<file path="config.mk">
export PLATFORM = sky130hd
export DESIGN_NAME = dpram_rd_port
export DESIGN_NICKNAME = d
export VERILOG_FILES = /design/src/rtl/dpram_rd_port.sv
export SDC_FILE = /design/constraint.sdc
export NUM_CORES = 1
export LEC_CHECK = 0
export CORE_UTILIZATION = 50
export DETAILED_ROUTE_END_ITERATION = 12
export PLACE_DENSITY_LB_ADDON = 0.15
export SLEW_MARGIN = 0
export SYNTH_ARGS = -nofsm -noshare
export SYNTH_HDL_FRONTEND = slang
export SYNTH_SLANG_ARGS = --single-unit
</file>
<file path="constraint.sdc">
create_clock -name CLK -period 1.8 [get_ports CLK]
set_input_delay 0.36 -clock CLK [delete_from_list [all_inputs] [get_ports CLK]]
set_output_delay 0.36 -clock CLK [all_outputs]
set_load 0.01 [all_outputs]
</file>
<file path="src/rtl/dpram_rd_port.sv">
// Read-side controller for the dual-port RAM: credit-gated request accept, registered
// array read, same-cycle write bypass, and a 3-entry in-order return FIFO.
module dpram_rd_port #(
    parameter int AW = 4,
    parameter int DW = 8
) (
    input  logic          CLK,
    input  logic          RST,
    input  logic          RD_REQ,
    input  logic [AW-1:0] RD_ADDR,
    output logic          RD_ACK,
    output logic          MEM_RE,
    output logic [AW-1:0] MEM_RADDR,
    input  logic [DW-1:0] MEM_RDATA,
    input  logic          WR_EN,
    input  logic [AW-1:0] WR_ADDR,
    input  logic [DW-1:0] WR_DATA,
    output logic          RD_VALID,
    output logic [DW-1:0] RD_DATA,
    input  logic          RD_READY
);
    localparam int DEPTH = 3;
    typedef logic [1:0] ptr_t;

    logic          s1_q, s1_d;
    logic [AW-1:0] raddr_q, raddr_d;
    logic          pend_q, pend_d;
    ptr_t          pend_idx_q, pend_idx_d;
    logic          byp_q, byp_d;
    logic [DW-1:0] byp_data_q, byp_data_d;
    ptr_t          rd_ptr_q, rd_ptr_d;
    ptr_t          wr_ptr_q, wr_ptr_d;
    logic [1:0]    count_q, count_d;
    logic [DW-1:0] fifo_q [DEPTH];

    logic          accept;
    logic          push;
    logic          pop;
    logic          byp_hit;
    logic [DW-1:0] pend_word;
    logic [DW-1:0] head_word;

    function automatic ptr_t ptr_inc(input ptr_t p);
        return (p == ptr_t'(DEPTH - 1)) ? ptr_t'(0) : ptr_t'(p + 2'd1);
    endfunction

    assign MEM_RE    = s1_q;
    assign MEM_RADDR = raddr_q;
    assign RD_VALID  = (count_q != 2'd0);

    // A slot is reserved at the end of the MEM_RE cycle; its word arrives on MEM_RDATA
    // (or from the bypass latch) one cycle later and is shown directly if it is the head.
    always_comb begin
        RD_ACK     = (3'(s1_q) + 3'(count_q)) < 3'd3;
        accept     = RD_REQ && RD_ACK;
        push       = s1_q;
        pop        = RD_VALID && RD_READY;
        byp_hit    = s1_q && WR_EN && (WR_ADDR == raddr_q);
        pend_word  = byp_q ? byp_data_q : MEM_RDATA;
        head_word  = (pend_q && (pend_idx_q == rd_ptr_q)) ? pend_word : fifo_q[rd_ptr_q];
        RD_DATA    = RD_VALID ? head_word : '0;

        s1_d       = accept;
        raddr_d    = accept ? RD_ADDR : raddr_q;
        pend_d     = push;
        pend_idx_d = wr_ptr_q;
        byp_d      = byp_hit;
        byp_data_d = byp_hit ? WR_DATA : byp_data_q;
        wr_ptr_d   = push ? ptr_inc(wr_ptr_q) : wr_ptr_q;
        rd_ptr_d   = pop ? ptr_inc(rd_ptr_q) : rd_ptr_q;
        count_d    = count_q + 2'(push) - 2'(pop);
    end

    always_ff @(posedge CLK) begin
        if (RST) begin
            s1_q       <= 1'b0;
            raddr_q    <= '0;
            pend_q     <= 1'b0;
            pend_idx_q <= '0;
            byp_q      <= 1'b0;
            byp_data_q <= '0;
            rd_ptr_q   <= '0;
            wr_ptr_q   <= '0;
            count_q    <= '0;
        end else begin
            s1_q       <= s1_d;
            raddr_q    <= raddr_d;
            pend_q     <= pend_d;
            pend_idx_q <= pend_idx_d;
            byp_q      <= byp_d;
            byp_data_q <= byp_data_d;
            rd_ptr_q   <= rd_ptr_d;
            wr_ptr_q   <= wr_ptr_d;
            count_q    <= count_d;
        end
    end

    // NOTE: the storage has no reset; RD_DATA is masked to zero until a valid head exists.
    always_ff @(posedge CLK) begin
        if (pend_q) begin
            fifo_q[pend_idx_q] <= pend_word;
        end
    end

endmodule
</file>
==> metrics.log, run 1 <==
INFO  metric power-per-cell-area = just under 800 mW/mm^2
INFO  metric core_area = 0.00406 mm^2
INFO  metric synth_enable_flop_cells = 24
INFO  metric finalSetupViolCount = 7
INFO  metric fin_total_pwr = 2.31 mW
INFO  metric ffs_latches_synth = 49
INFO  metric fp.dieW = just under 70 um
INFO  metric floorplan.die.height = 67.6 um
INFO  metric max-cap-violations = 0
INFO  metric critical_path_class = reg -> out
INFO  metric min-delay-start = byp_data_q[4]
INFO  metric endpoint_kind_of_the_worst_setup_timing_path = output pin
INFO  metric timing.final.ws_setup = -33.5 ps
INFO  metric cp-startpoint = pend_idx_q[1]
INFO  metric maxSlewHeadroom = between 70% and 80%
INFO  metric grt_antenna_before_repair = 0
INFO  metric post_synth_num_cell_types = 25
INFO  metric timing.reg2reg.setup_slack = 330 ps
INFO  metric layout_overhead_on_the_synthesized_area = 38.0%
INFO  metric worstHoldPathType = reg -> reg
INFO  metric first_iter_violations = 54
INFO  metric regToRegStartpoint = MEM_RE
INFO  metric power.share.sequential = between 50% and 60%
INFO  metric postSynthCellCount = between 150 and 200
INFO  metric worst_hold_path.endpoint = byp_data_q[4]
INFO  metric number_of_levels_in_the_clock_h_tree = 2
INFO  metric synth_ff_type = dfxtp_1
INFO  metric routed_wire_length_per_instance = 14.5 um
INFO  metric whs = 481 ps
INFO  metric mappedNetlistArea = 0.00215 mm^2
INFO  metric power.leakage = 1.19 nW
INFO  metric cts_inserted_buffers = 5
INFO  metric floorplan.die_area = 0.00456 mm^2
INFO  metric number_of_fillers_in_the_final_layout = 272
INFO  metric via_count = 1,575
INFO  metric worstPathMaxFanout = 8
INFO  metric path_cells = xnor2_2, nand3_2, buf_12, mux2i_1, nor2_1, buf_2
INFO  metric initial_utilization = ~53%
INFO  metric gr_busiest_metal = met2
INFO  metric post-route-period-util = 102%
INFO  metric timing_hold_violations_final = 0
INFO  metric grt.met1_usage = 24.9%
INFO  metric cts_hold_buffers = 0
INFO  metric post-dp-hpwl = 3080 um
INFO  metric totalWireLength = 4450 um
INFO  metric fmax = 545 MHz
INFO  metric regToRegEndpoint = MEM_RADDR[3]
INFO  metric crit_slowest_cell = dfxtp_2
INFO  metric power.net_switching = 498 uW
INFO  metric grt_max_degree = 25
INFO  metric yosysWarnings = 0
INFO  metric number_of_cells_in_the_design_after_placement = 293
INFO  metric crit_path_start_kind = register
INFO  metric tritoncts = done
INFO  metric mostFrequentLayoutCell = clkdlybuf4s50_1
INFO  metric internal_power = 1.81 mW
INFO  metric drt.antenna.violating_nets = 0
INFO  metric cp_data_arrival_time = around 1500 ps
INFO  metric critical_path_required = 1440 ps
INFO  metric mean_instance_size_in_the_synthesized_netlist = 11.4 um^2
INFO  metric multiInputGateArea = 942 um^2
INFO  metric async_flop_share = 0%
INFO  metric layout.area.seq = 0.00123 mm^2
INFO  metric clk_latency = a little over 300 ps
INFO  metric std_cell_rows = 23
INFO  metric clkSinkCount = just under 50
INFO  metric num-nets-final = 288
INFO  metric failed_checks = setup timing
INFO  metric reg2reg_depth = 7
INFO  metric worst_clock_skew = 7.78 ps
INFO  metric number_of_vias_per_cell = 5.13
INFO  metric final_layout_size_suffix_gt1_share = 25.3%
INFO  metric tightestPinTransition = 429 ps
INFO  metric share_clk_of_total_power = 35.6%
INFO  metric mostFrequentLayoutCells = clkdlybuf4s50_1 (32), mux2i_1 (25), edfxtp_1 (24)
INFO  metric timing.setup.tns = -127 ps
INFO  metric unrepaired_setup_endpoints_after_global_routing = yes
INFO  metric result_of_the_run = complete, but fails checks
INFO  metric place.gp.congestion = approximately 0.73
INFO  metric globalRouteMet2Util = 38.4%
INFO  metric synth.yosys.seq_area_share = 56.8%
INFO  metric numPortBuffers = 43
INFO  metric antenna-diode-count = 0
INFO  metric ios = 44
INFO  metric remaining_drc_errors = 0
INFO  metric gr-total-overflow = 0
INFO  metric first_global_vias = between 1,500 and 2,000
INFO  metric grt_resource_usage_total = 21.7%
INFO  metric finalWorstPathRequiredPeriod = 1830 ps
INFO  metric clk_pin_slew_worst_paths = 90 ps
INFO  metric vdd_drop_max = 0.600 mV
INFO  metric cts.path.max_buffers = 2
INFO  metric slew_violations = 0
INFO  metric critical-path-max-stage-delay = 340 ps
INFO  metric global_route.usage.met3 = under 10%
INFO  metric grt_pass1_wl = 7020 um
INFO  metric post_route_insts_no_fill = 307
INFO  metric cts_root_buf = clkbuf_8
INFO  metric hold_depth = 2
INFO  metric detailedRoute.firstPassIterationCount = 6
INFO  metric pwr-share-comb = 11.9%
INFO  metric synth.net_count = between 200 and 250
INFO  metric switching_share = between 20% and 30%
through the flow:
step           area (um^2)  worst slack (ps)  utilization [%]
2_1_floorplan         2150              89.8                -
3_3_place_gp          2760              -314             68.0
3_5_place_dp          2760              -348             68.0
4_1_cts               2940             -25.4             72.4
5_1_grt               2960              -131             73.0
6_report              2960             -33.5             73.0
kinds of logic (layout without fill, tap and decap cells):
group	Yosys count	count (layout)	synth area share [%]
simple gates	67	67	16.0
buf+inv	10	79	2.27
mux	33	33	15.8
fa+ha+maj	3	3	1.75
flops	49	49	56.8
compound gates	19	19	4.43
xor+xnor	7	7	2.85
synthesized netlist by cell type (4+ instances only):
cell type / n / area (um^2)
nand2b_1: 16 / 100
o21ai_0: 10 / 50.1
nand2_1: 15 / 56.3
edfxtp_1: 24 / 721
a21oi_1: 9 / 45.0
nand3_1: 5 / 25.0
nor2_1: 19 / 71.3
mux2i_1: 25 / 250
dfxtp_1: 25 / 500
xor2_1: 4 / 35.0
mux2_2: 8 / 90.1
sequential cells by signal (all words and copies together) (netlist names), named ones only:
| register | count |
|---|---|
| fifo_q | 24 |
| byp_data_q | 8 |
| MEM_RADDR | 4 |
| count_q | 2 |
| pend_idx_d | 2 |
| pend_idx_q | 2 |
| rd_ptr_q | 2 |
| MEM_RE | 1 |
| byp_q | 1 |
| pend_q | 1 |
timing repair:
item | CTS | global route
pin swaps | 4 | 2
endpoints found under the setup margin | 10 | 9
resized for setup | 57 | 5
buffers inserted | 5 | 1
worst max-delay path by stage:
stage                   endpoint  slack, ps  cells past startpoint
floorplan           MEM_RADDR[2]         90                      6
global placement      RD_DATA[6]       -310                      5
detailed placement    RD_DATA[7]       -350                      5
CTS                   RD_DATA[3]        -30                      5
global route          RD_DATA[3]       -130                      6
finish                RD_DATA[2]        -30                      6
worst max-delay path: cells and delay by family (launching register included):
family	cells	cell delay, ps
AND/OR/NAND/NOR	2	240
buffers and inverters	2	300
flip-flops	1	340
multiplexers	1	110
XOR/XNOR	1	170
final cells by class:
cell class | instances | area share (%)
clock buffers | 6 | 2.79
clock inverters | 2 | 1.27
inverters | 3 | 0.380
multi-input cells | 129 | 31.8
flip-flops and latches | 49 | 41.6
well taps | 50 | 2.11
repair buffers | 68 | 20.1
per-layer routing:
| metal | up-vias | wire length, um | part of all wire [%] |
|---|---|---|---|
| met5 | - | 0 | 0 |
| met4 | 0 | 71 | 1.6 |
| met3 | 9 | 226 | 5.1 |
| met2 | 47 | 2250 | 50 |
| met1 | 732 | 1910 | 43 |
| li1 | 787 | - | - |
power by group through the flow:
stage                     registers (mW)  logic [mW]  clock network, mW
after floorplan                     1.23       0.115                  0
after global placement              1.23       0.252                  0
after detailed placement            1.24       0.262                  0
after CTS                           1.21       0.273              0.824
after global routing                1.21       0.298              0.871
final                               1.21       0.274              0.820
No activity file was read; power rests on OpenSTA's default activity.
==> run 2: changes to the inputs <==
Settings changed: CORE_MARGIN set to 5.
==> run 2 against run 1 <==
Die area is 25% higher. Global-route usage is 4.5 points lower. Utilization is 0.70 points lower. Critical endpoint is now RD_DATA[3]. First-iteration DRC count is 44% higher. Via count is 0.76% higher. Routed wire length is 3.0% higher. Sequential share of layout area is 0.11 points higher. Cell area is 0.25% lower. Highest routed layer unchanged. Critical path depth is 1 lower. Largest power group unchanged. The run now ends clean. Sequential power hardly changed. Non-clock buffer count is 1 lower. Count of clock-buffer cells in the layout stayed put.
==> metrics.log, run 2 (synthesis results as in run 1) <==
INFO  metric detailedRoute.firstPassIterationCount = 4
INFO  metric floorplan.die_area = 0.00571 mm^2
INFO  metric finalSetupViolCount = 0
INFO  metric switching_share = 21.6%
INFO  metric finalWorstPathRequiredPeriod = 1790 ps
INFO  metric cts.path.max_buffers = 2
INFO  metric fp.dieW = 75.6 um
INFO  metric cp_data_arrival_time = ~1400 ps
INFO  metric result_of_the_run = complete, no violations
INFO  metric cts_root_buf = clkbuf_8
INFO  metric timing_hold_violations_final = 0
INFO  metric post_route_insts_no_fill = 306
INFO  metric totalWireLength = 4590 um
INFO  metric post-dp-hpwl = about 3200 um
INFO  metric number_of_cells_in_the_design_after_placement = 295
INFO  metric cp-startpoint = byp_q
INFO  metric antenna-diode-count = 0
INFO  metric tightestPinTransition = 436 ps
INFO  metric regToRegEndpoint = MEM_RADDR[0]
INFO  metric cts_inserted_buffers = 5
INFO  metric worst_clock_skew = roughly 5.0 ps
INFO  metric worstPathMaxFanout = 5
INFO  metric power.leakage = roughly 1.2 nW
INFO  metric numPortBuffers = 43
INFO  metric floorplan.die.height = 75.6 um
INFO  metric grt_max_degree = 34
INFO  metric timing.setup.tns = 0 ps
INFO  metric timing.final.ws_setup = 12.6 ps
INFO  metric final_layout_size_suffix_gt1_share = 25.0%
INFO  metric number_of_fillers_in_the_final_layout = 299
INFO  metric initial_utilization = between 50% and 60%
INFO  metric preCtsSetupSlack = -322 ps
INFO  metric clk_latency = 300 ps
INFO  metric flip_flop_count_of_the_largest_register_all_copies_and_words_added = 24
INFO  metric grt_resource_usage_total = between 15 and 20%
INFO  metric timing.reg2reg.setup_slack = between 300 and 400 ps
INFO  metric fin_total_pwr = 2.26 mW
INFO  metric mostFrequentLayoutCells = clkdlybuf4s50_1 (33), mux2i_1 (25), edfxtp_1 (24)
INFO  metric internal_power = 1.77 mW
INFO  metric number_of_vias_per_cell = 5.19
INFO  metric crit_end = RD_DATA[3]
INFO  metric ios = 44
INFO  metric grt_pass1_wl = between 7000 and 8000 um
INFO  metric unrepaired_setup_endpoints_after_global_routing = yes
INFO  metric mostFrequentLayoutCell = clkdlybuf4s50_1
INFO  metric tritoncts = done
INFO  metric gr-total-overflow = 0
INFO  metric via_count = 1,587
INFO  metric largest-register = fifo_q
INFO  metric place.gp.congestion = 0.750
INFO  metric fmax = around 560 MHz
INFO  metric remaining_drc_errors = 0
INFO  metric endpoint_kind_of_the_worst_setup_timing_path = output pin
INFO  metric clk_pin_slew_worst_paths = approximately 80 ps
INFO  metric power-per-cell-area = roughly 760 mW/mm^2
INFO  metric layout_overhead_on_the_synthesized_area = 37.6%
INFO  metric grt_antenna_before_repair = 0
INFO  metric first_iter_violations = 78
INFO  metric routed_wire_length_per_instance = 15.0 um
INFO  metric num-nets-final = 287
INFO  metric core_area = roughly 0.0041 mm^2
INFO  metric power.share.sequential = 53.7%
INFO  metric std_cell_rows = 23
INFO  metric drt.antenna.violating_nets = 0
INFO  metric final_util = 72.4%
INFO  metric number_of_levels_in_the_clock_h_tree = 2
INFO  metric vdd_drop_max = 0.456 mV
INFO  metric power.net_switching = 488 uW
INFO  metric critical_path_class = reg -> out
INFO  metric share_clk_of_total_power = 34.1%
INFO  metric post-route-period-util = 99.3%
INFO  metric whs = 479 ps
INFO  metric final_cell_area = 0.00296 mm^2
INFO  metric crit_path_start_kind = register
INFO  metric clkSinkCount = 49
INFO  metric critical_path_required = 1440 ps
INFO  metric reg2reg_depth = 7
INFO  metric regToRegStartpoint = count_q[0]
INFO  metric max-cap-violations = 0
INFO  metric pwr-share-comb = 12.2%
INFO  metric placed_cell_area = between 0.002 and 0.003 mm^2
INFO  metric slew_violations = 0
INFO  metric worstHoldPathType = reg -> reg
INFO  metric maxSlewHeadroom = 70.9%
INFO  metric first_global_vias = around 1,600
[run 2: power by group through the flow]
stage | Sequential, mW | Combinational, mW | Clock [mW]
2_1_floorplan | 1.23 | 0.115 | 0
3_3_place_gp | 1.23 | 0.256 | 0
3_5_place_dp | 1.24 | 0.265 | 0
4_1_cts | 1.21 | 0.268 | 0.780
5_1_grt | 1.22 | 0.298 | 0.838
6_report | 1.21 | 0.275 | 0.770
[run 2: final cells by class]
type / count / area [um^2] / area share (%)
Sequential cell: 49 / 1230 / 41.7
Multi-Input combinational cell: 129 / 950 / 32.1
Timing Repair Buffer: 67 / 592 / 20.0
Clock buffer: 6 / 72.6 / 2.45
Tap cell: 50 / 62.6 / 2.12
Clock inverter: 2 / 35.0 / 1.18
Inverter: 3 / 11.3 / 0.381
[run 2: how the worst min path moves through the flow]
stage                         end  slack (ps)           from  cells after the start
finish              byp_data_q[6]         480  byp_data_q[6]                      2
CTS                 byp_data_q[6]         480  byp_data_q[6]                      2
global placement    byp_data_q[4]         460  byp_data_q[4]                      2
detailed placement  byp_data_q[6]         470  byp_data_q[6]                      2
floorplan           byp_data_q[5]         440  byp_data_q[5]                      2
global route        byp_data_q[6]         510  byp_data_q[6]                      2
[run 2: layer usage]
layer / vias up / track usage, % / share of wire, % / wire [um]
li1: 782 / - / - / -
met1: 759 / 21.8 / 44 / 2000
met2: 42 / 28.9 / 50 / 2290
met3: 4 / 4.75 / 5.8 / 264
met4: 0 / 4.85 / 0.68 / 31
met5: - / 0 / 0 / 0
[run 2: timing repair]
item | in CTS | in global routing
pin swaps | 3 | 3
buffers inserted | 2 | 0
endpoints found under the setup margin | 10 | 10
resized for setup | 57 | 9
cloned | 0 | 1
hold buffers | 0 | 0
[run 2: worst max-delay path, stage by stage (launching register included)]
cell and delay, ps:
dfxtp_2 350, buf_6 130, mux2_4 320, mux2i_1 150, nor2_1 60, buf_2 130
